==> config.mk <==
export PLATFORM = sky130hd
export DESIGN_NAME = ahb_mst_inject_mux
export DESIGN_NICKNAME = d
export VERILOG_FILES = /design/src/rtl/ahb_mst_inject_mux.sv
export SDC_FILE = /design/constraint.sdc
export NUM_CORES = 1
export LEC_CHECK = 0
export ABC_CLOCK_PERIOD_IN_PS = 2050
export CAP_MARGIN = 20
export CORE_AREA = 2 2 411 413
export CTS_BUF_LIST = sky130_fd_sc_hd__clkbuf_4
export DETAILED_ROUTE_END_ITERATION = 6
export DIE_AREA = 0 0 413 415
export DONT_BUFFER_PORTS = 1
export PLACE_DENSITY_LB_ADDON = 0.3
export SLEW_MARGIN = 20
export SYNTH_ARGS = -nofsm -noshare
export SYNTH_HDL_FRONTEND = slang
export SYNTH_SLANG_ARGS = --single-unit
export TNS_END_PERCENT = 50
==> constraint.sdc <==
create_clock -name hclk -period 2.05 [get_ports hclk]
set_input_delay 0.41 -clock hclk [delete_from_list [all_inputs] [get_ports hclk]]
set_output_delay 0.41 -clock hclk [all_outputs]
set_load 0.1 [all_outputs]
==> src/rtl/ahb_mst_inject_mux.sv <==
// N-channel AHB-Lite master injection mux: hands each channel between the CPU master
// and a testbench master at idle transfer boundaries, and keeps per-channel statistics.
module ahb_mst_inject_mux #(
    parameter int NUM_CH    = 3,
    parameter int AW        = 32,
    parameter int DW        = 32,
    parameter int CNT_W     = 16,
    parameter int TO_CYCLES = 256
) (
    input  logic                      hclk,
    input  logic                      hreset_n,
    input  logic [NUM_CH-1:0]         mode_req,
    output logic [NUM_CH-1:0]         mode_ack,

    input  logic [NUM_CH*AW-1:0]      cpu_haddr,
    input  logic [NUM_CH*3-1:0]       cpu_hburst,
    input  logic [NUM_CH*4-1:0]       cpu_hprot,
    input  logic [NUM_CH*3-1:0]       cpu_hsize,
    input  logic [NUM_CH*2-1:0]       cpu_htrans,
    input  logic [NUM_CH*DW-1:0]      cpu_hwdata,
    input  logic [NUM_CH-1:0]         cpu_hwrite,

    input  logic [NUM_CH*AW-1:0]      tb_haddr,
    input  logic [NUM_CH*3-1:0]       tb_hburst,
    input  logic [NUM_CH*4-1:0]       tb_hprot,
    input  logic [NUM_CH*3-1:0]       tb_hsize,
    input  logic [NUM_CH*2-1:0]       tb_htrans,
    input  logic [NUM_CH*DW-1:0]      tb_hwdata,
    input  logic [NUM_CH-1:0]         tb_hwrite,

    output logic [NUM_CH*AW-1:0]      bus_haddr,
    output logic [NUM_CH*3-1:0]       bus_hburst,
    output logic [NUM_CH*4-1:0]       bus_hprot,
    output logic [NUM_CH*3-1:0]       bus_hsize,
    output logic [NUM_CH*2-1:0]       bus_htrans,
    output logic [NUM_CH*DW-1:0]      bus_hwdata,
    output logic [NUM_CH-1:0]         bus_hwrite,

    input  logic [NUM_CH*DW-1:0]      bus_hrdata,
    input  logic [NUM_CH-1:0]         bus_hready,
    input  logic [NUM_CH*2-1:0]       bus_hresp,

    output logic [NUM_CH*DW-1:0]      cpu_hrdata,
    output logic [NUM_CH-1:0]         cpu_hready,
    output logic [NUM_CH*2-1:0]       cpu_hresp,

    output logic [NUM_CH*DW-1:0]      tb_hrdata,
    output logic [NUM_CH-1:0]         tb_hready,
    output logic [NUM_CH*2-1:0]       tb_hresp,

    input  logic [NUM_CH-1:0]         stat_clr,
    output logic [NUM_CH*CNT_W-1:0]   xfer_cnt,
    output logic [NUM_CH-1:0]         timeout
);

    localparam logic [1:0]       HTRANS_IDLE = 2'b00;
    localparam logic [1:0]       HRESP_OKAY  = 2'b00;
    localparam int               SW          = $clog2(TO_CYCLES);
    localparam logic [CNT_W-1:0] CNT_MAX     = {CNT_W{1'b1}};
    localparam logic [SW-1:0]    STALL_MAX   = SW'(TO_CYCLES - 1);

    typedef enum logic [1:0] {
        S_CPU     = 2'd0,
        S_DRN_TB  = 2'd1,
        S_TB      = 2'd2,
        S_DRN_CPU = 2'd3
    } ch_state_e;

    for (genvar g = 0; g < NUM_CH; g++) begin : g_ch
        ch_state_e        state_q;
        ch_state_e        state_nxt;
        logic             tb_owns;
        logic             switch_ok;
        logic             accept;
        logic             stall_full;
        logic             ack_q;
        logic             to_q;
        logic [CNT_W-1:0] cnt_q;
        logic [SW-1:0]    stall_q;

        // NOTE: sequential state uses non-blocking assignments so every flop samples pre-edge values.
        always_ff @(posedge hclk) begin
            if (!hreset_n) state_q <= S_CPU;
            else           state_q <= state_nxt;
        end

        // Ownership only moves when the current owner is idle and the bus is ready.
        assign switch_ok = (bus_htrans[g*2 +: 2] == HTRANS_IDLE) && bus_hready[g];

        always_comb begin
            // NOTE: default assignment first so no path through the case infers a latch.
            state_nxt = state_q;
            case (state_q)
                S_CPU:     if (mode_req[g]) state_nxt = S_DRN_TB;
                S_DRN_TB:  if (!mode_req[g]) state_nxt = S_CPU;
                           else if (switch_ok) state_nxt = S_TB;
                S_TB:      if (!mode_req[g]) state_nxt = S_DRN_CPU;
                S_DRN_CPU: if (mode_req[g]) state_nxt = S_TB;
                           else if (switch_ok) state_nxt = S_CPU;
                default:   state_nxt = S_CPU;
            endcase
        end

        always_comb begin
            tb_owns = (state_q == S_TB) || (state_q == S_DRN_CPU);
        end

        assign bus_haddr [g*AW +: AW] = tb_owns ? tb_haddr [g*AW +: AW] : cpu_haddr [g*AW +: AW];
        assign bus_hburst[g*3  +: 3]  = tb_owns ? tb_hburst[g*3  +: 3]  : cpu_hburst[g*3  +: 3];
        assign bus_hprot [g*4  +: 4]  = tb_owns ? tb_hprot [g*4  +: 4]  : cpu_hprot [g*4  +: 4];
        assign bus_hsize [g*3  +: 3]  = tb_owns ? tb_hsize [g*3  +: 3]  : cpu_hsize [g*3  +: 3];
        assign bus_htrans[g*2  +: 2]  = tb_owns ? tb_htrans[g*2  +: 2]  : cpu_htrans[g*2  +: 2];
        assign bus_hwdata[g*DW +: DW] = tb_owns ? tb_hwdata[g*DW +: DW] : cpu_hwdata[g*DW +: DW];
        assign bus_hwrite[g]          = tb_owns ? tb_hwrite[g]          : cpu_hwrite[g];

        // The non-owner sees a stalled OKAY so it parks in its address phase.
        assign cpu_hrdata[g*DW +: DW] = bus_hrdata[g*DW +: DW];
        assign tb_hrdata [g*DW +: DW] = bus_hrdata[g*DW +: DW];
        assign cpu_hready[g]          = !tb_owns && bus_hready[g];
        assign tb_hready [g]          =  tb_owns && bus_hready[g];
        assign cpu_hresp [g*2 +: 2]   = tb_owns ? HRESP_OKAY : bus_hresp[g*2 +: 2];
        assign tb_hresp  [g*2 +: 2]   = tb_owns ? bus_hresp[g*2 +: 2] : HRESP_OKAY;

        always_ff @(posedge hclk) begin
            if (!hreset_n) ack_q <= 1'b0;
            else           ack_q <= tb_owns;
        end

        assign accept     = bus_htrans[g*2 + 1] && bus_hready[g];
        assign stall_full = (stall_q == STALL_MAX);

        always_ff @(posedge hclk) begin
            if (!hreset_n || stat_clr[g]) begin
                cnt_q   <= '0;
                stall_q <= '0;
                to_q    <= 1'b0;
            end else begin
                if (accept && (cnt_q != CNT_MAX)) cnt_q <= cnt_q + CNT_W'(1);
                if (bus_hready[g])    stall_q <= '0;
                else if (!stall_full) stall_q <= stall_q + SW'(1);
                if (!bus_hready[g] && stall_full) to_q <= 1'b1;
            end
        end

        assign mode_ack[g]               = ack_q;
        assign timeout[g]                = to_q;
        assign xfer_cnt[g*CNT_W +: CNT_W] = cnt_q;
    end

endmodule

# Word-level counts from Yosys, hierarchy flattened
# Cells that the tools add are included.
[classes]
add_sub_neg = 6
eq_ne = 27
mux = 48
reduce_logical = 43
[op_table]
columns = ["op", "count"]
rows = [
  ["32-bit two-way mux", 6],
  ["2-bit two-way mux", 27],
  ["16-bit by 1-bit adder with 16-bit output (second input constant)", 3],
  ["16-bit != test (second input constant)", 3],
  ["8-bit by 1-bit adder with 8-bit output (second input constant)", 3],
  ["8-bit == test (second input constant)", 3],
  ["2-bit case mux with 4 select lines", 3],
  ["1-bit logical AND", 18],
  ["3-bit two-way mux", 6],
  ["3-bit != test (second input constant)", 6],
  ["2-bit == test (second input constant)", 6],
  ["2-bit zero test", 6],
  ["4-bit two-way mux", 3],
  ["2-bit != test (second input constant)", 6],
  ["4-bit AND reduction", 3],
  ["1-bit zero test", 7],
  ["2-bit by 1-bit == test with 1-bit output (second input constant)", 3],
  ["1-bit logical OR", 6],
  ["2-bit OR reduction", 3],
  ["1-bit two-way mux", 3],
]
[totals]
register_bits = 84
out_inout_bits = 495
word_cells = 139

# Longest topological paths before layout
[depth]
ltp_word = 8
ltp_mapped = 7
ltp_nobuf = 5

# Worst setup path before layout
# Ideal clock, no wire load.
[synth_timing]
path_kind = "register to output"
from = "register with a tool-made name"
to = "output port cpu_hresp[4]"
t_arrival_ps = 2174
required_time_ps = 1640
slack_ps = -534
stages_incl_launch_ff = 5
path_buffers = 3
cell_sequence = "dfxtp_1 -> buf_4 -> clkbuf_1 -> clkbuf_1 -> nor2b_1"
[synth_lines]
columns = ["element", "line_no", "rtl"]
rows = [
  ["end, declared", "45", "output logic [NUM_CH*2-1:0] cpu_hresp,"],
]

==> metrics.txt <==
most repeated cell in the gate-level netlist after synthesis sky130_fd_sc_hd__mux2_2; top cell types by occurrence after synthesis sky130_fd_sc_hd__mux2_2 (228), sky130_fd_sc_hd__buf_4 (202), sky130_fd_sc_hd__dfxtp_1 (84); synthesized net count 1540; total via count after detailed routing 8216; number of I/O pins 1070; critical path startpoint category flop; endpoint type of the worst setup path output pin; relative slew slack 0.406; post-layout minimum cycle time 2.35 ns; number of maximum-capacitance constraint violations 0; global routing met2 resource utilization 0.167; DP Wirelength 87700 um; met1 layer usage reported by global route 0.109; Post-Synth Adder-Cell Area 0.00890; compound-cell area share of the yosys netlist 0.0786; die extent in y 415 um; Final Skew 0.0345 ns; setup repair after global routing missed its margin yes; area of all placed cells without fillers 14000 um2; met3 layer usage reported by global route 0.0818; Max VDD drop 185 uV; maximum number of pins on one net before global-route repair 28; number of flops mapped to enable cells by yosys 0; pre-CTS WS 0.193 ns; category of the most critical setup path reg2out; worst-margin pin slew 0.889 ns; clock edge transition at the registers on the reported setup and hold paths 0.21 ns; standard-cell row count 150; busiest layer in global routing met2; register area share after synthesis 0.199; core area 167000 um2; number of DRC markers in iteration 0 492; Clock Latency Late Sink 0.57 ns; fraction of layout cells with a size suffix above 1 0.554; worst hold start stat_clr[2]; Pre-antenna DRT Iters 4; count of non-filler cells in the finished layout 3202; vias in the first global route 7563; XOR/XNOR share of the synthesized area 0.00935; full die area 171000 um2; library cell occupying the most area in the post-synthesis netlist sky130_fd_sc_hd__mux2_2; clock tree from TritonCTS done; Area growth syn-to-layout 65.9%; dominant synthesized flop cell sky130_fd_sc_hd__dfxtp_1; number of buffers added by the clock tree synthesis step 9; maximum fanout count along the critical path 14; global-route wire length before repair 111000 um; root buffer cell sky130_fd_sc_hd__clkbuf_4; hold crit path type in2reg; mux cell area share after synthesis 0.330; area share of the leading cell type in the synthesized netlist 0.304; combinational family with the most area after synthesis multiplexers; count of state elements after synthesis 84; WL final 96200 um; Critical Path AT 1.94 ns; Total Negative Setup Slacks -51.59 ns; maximum root-to-sink buffer count 2; DRC Markers 0; total standard cell area after synthesis 8430 um2; number of nets in the layout 1524; proportion of register bits with asynchronous set or reset after synthesis 0; initial standard-cell utilization of the core 0.0506; Distinct cells, synth 47; TritonCTS sink count 84; per-cell via count in the routed design 2.57; number of fill cells 19300; WL/cell 30.0 um; Die X 413 um; count of pins over their slew limit 0; Synth Warn # 0; Post-Synth Simple-Gate Area 0.167; count of final hold-check violations 0; global routing usage summed across all routing layers 0.106; post-route fraction of the period consumed by the critical path 1.15; outcome finished with violations; placed insts 3102; total grt overflow 0; Avg Cell Area, Syn 8.79 um2; largest cells by area after synthesis sky130_fd_sc_hd__mux2_2 (30%), sky130_fd_sc_hd__dfxtp_1 (20%), sky130_fd_sc_hd__buf_4 (18%), sky130_fd_sc_hd__a21oi_1 (2.7%), sky130_fd_sc_hd__o31ai_1 (2.3%); initial antenna violation count 148; post-layout power 6.14 mW; highest achievable clock rate 0.426 GHz; violations in the final reports setup timing; instance area after placement 12100 um2; H-tree depth 3; least setup slack across all paths after layout -0.300 ns; power per cell area 439 nW/um2; Req. time, crit path 1.64 ns; GPL Wtd Cong 1.08; count of antenna-violating nets left after detailed routing 0; leak pwr 4.55 nW; IO buf count 0; final setup violating endpoints 244; gate count of the mapped netlist 959
==> layout make-up <==
cell class / instances / area, um2 / share of cell area
Antenna cell: 50 / 125 / 0.00895
Clock buffer: 9 / 67.6 / 0.00483
Clock inverter: 7 / 70.1 / 0.00501
Inverter: 10 / 42.5 / 0.00304
Multi-Input combinational cell: 621 / 5850 / 0.418
Sequential cell: 84 / 1750 / 0.125
Tap cell: 2204 / 2760 / 0.197
Timing Repair Buffer: 217 / 3320 / 0.238
==> metrics by stage <==
| step | hold WS (ns) | util |
|---|---|---|
| floorplan | 0.438 | - |
| global placement | 0.460 | 0.0724 |
| detailed placement | 0.467 | 0.0724 |
| CTS | 0.00808 | 0.0798 |
| global route | 0.0156 | 0.0834 |
| finish | 0.101 | 0.0839 |
==> routing by layer <==
metal / up-vias / routed length (um)
met3: 246 / 15400
met1: 3734 / 34800
met4: 44 / 3370
met5: - / 318
met2: 889 / 42400
li1: 3303 / -
==> logic make-up (layout without fill, tap and decap cells) <==
kind of cell,Yosys count,after routing
AO/OA/AOI/OAI,109,109
XOR/XNOR,9,9
flip-flops,84,84
adder cells (fa/ha/maj),6,6
other,0,50
multiplexers,247,247
AND/OR/NAND/NOR,250,250
buffers and inverters,254,243
==> where the power goes <==
| part | internal (mW) | switching [mW] |
|---|---|---|
| Sequential | 1.64 | 0.00920 |
| Clock | 0.278 | 0.829 |
| Combinational | 0.876 | 2.51 |
| Total | 2.79 | 3.35 |
==> final timing paths <==
path | slack [ns] | depth (start not counted) | to
hold / removal | 0.10 | 3 | g_ch[2].cnt_q[12]
setup / recovery | -0.30 | 4 | bus_hwdata[90]
hold reg to reg | 0.50 | 2 | g_ch[1].stall_q[4]
setup reg to reg | 0.07 | 6 | g_ch[1].cnt_q[10]
==> registers in the layout, indices dropped and copies added, names as in the netlist, named ones only <==
name and flops:
g_ch.stall_q 24, g_ch.cnt_q 48, g_ch.state_q 3, g_ch.ack_q 3, g_ch.to_q 3
==> layout by cell type (no fill, tap or decap), types with 22 or more instances in the layout <==
cell | Yosys | final
sky130_fd_sc_hd__mux2_4 | 2 | 208
sky130_fd_sc_hd__buf_12 | 0 | 112
sky130_fd_sc_hd__buf_4 | 202 | 76
sky130_fd_sc_hd__diode_2 | 0 | 50
sky130_fd_sc_hd__nand2_1 | 49 | 49
sky130_fd_sc_hd__a21oi_1 | 45 | 45
sky130_fd_sc_hd__dfxtp_1 | 84 | 40
sky130_fd_sc_hd__dfxtp_2 | 0 | 39
sky130_fd_sc_hd__o31ai_1 | 26 | 26
sky130_fd_sc_hd__nor2_1 | 28 | 25
sky130_fd_sc_hd__nand3_1 | 24 | 24
sky130_fd_sc_hd__mux2_2 | 228 | 22
==> timing repair <==
| action | CTS | global route |
|---|---|---|
| gates cloned | 5 | 7 |
| hold buffers | 6 | 0 |
| hold endpoints to repair | 12 | 0 |
| endpoints found under the setup margin | 248 | 252 |
| gates resized for setup | 212 | 97 |
| buffers inserted | 10 | 8 |
| pin swaps | 0 | 4 |
==> critical path: stages (launching register included) <==
cell and delay, ns:
sky130_fd_sc_hd__dfxtp_4 0.41, sky130_fd_sc_hd__buf_12 0.16, sky130_fd_sc_hd__buf_12 0.18, sky130_fd_sc_hd__mux2_2 0.38, sky130_fd_sc_hd__buf_12 0.17
(Power assumes the default switching activity.)
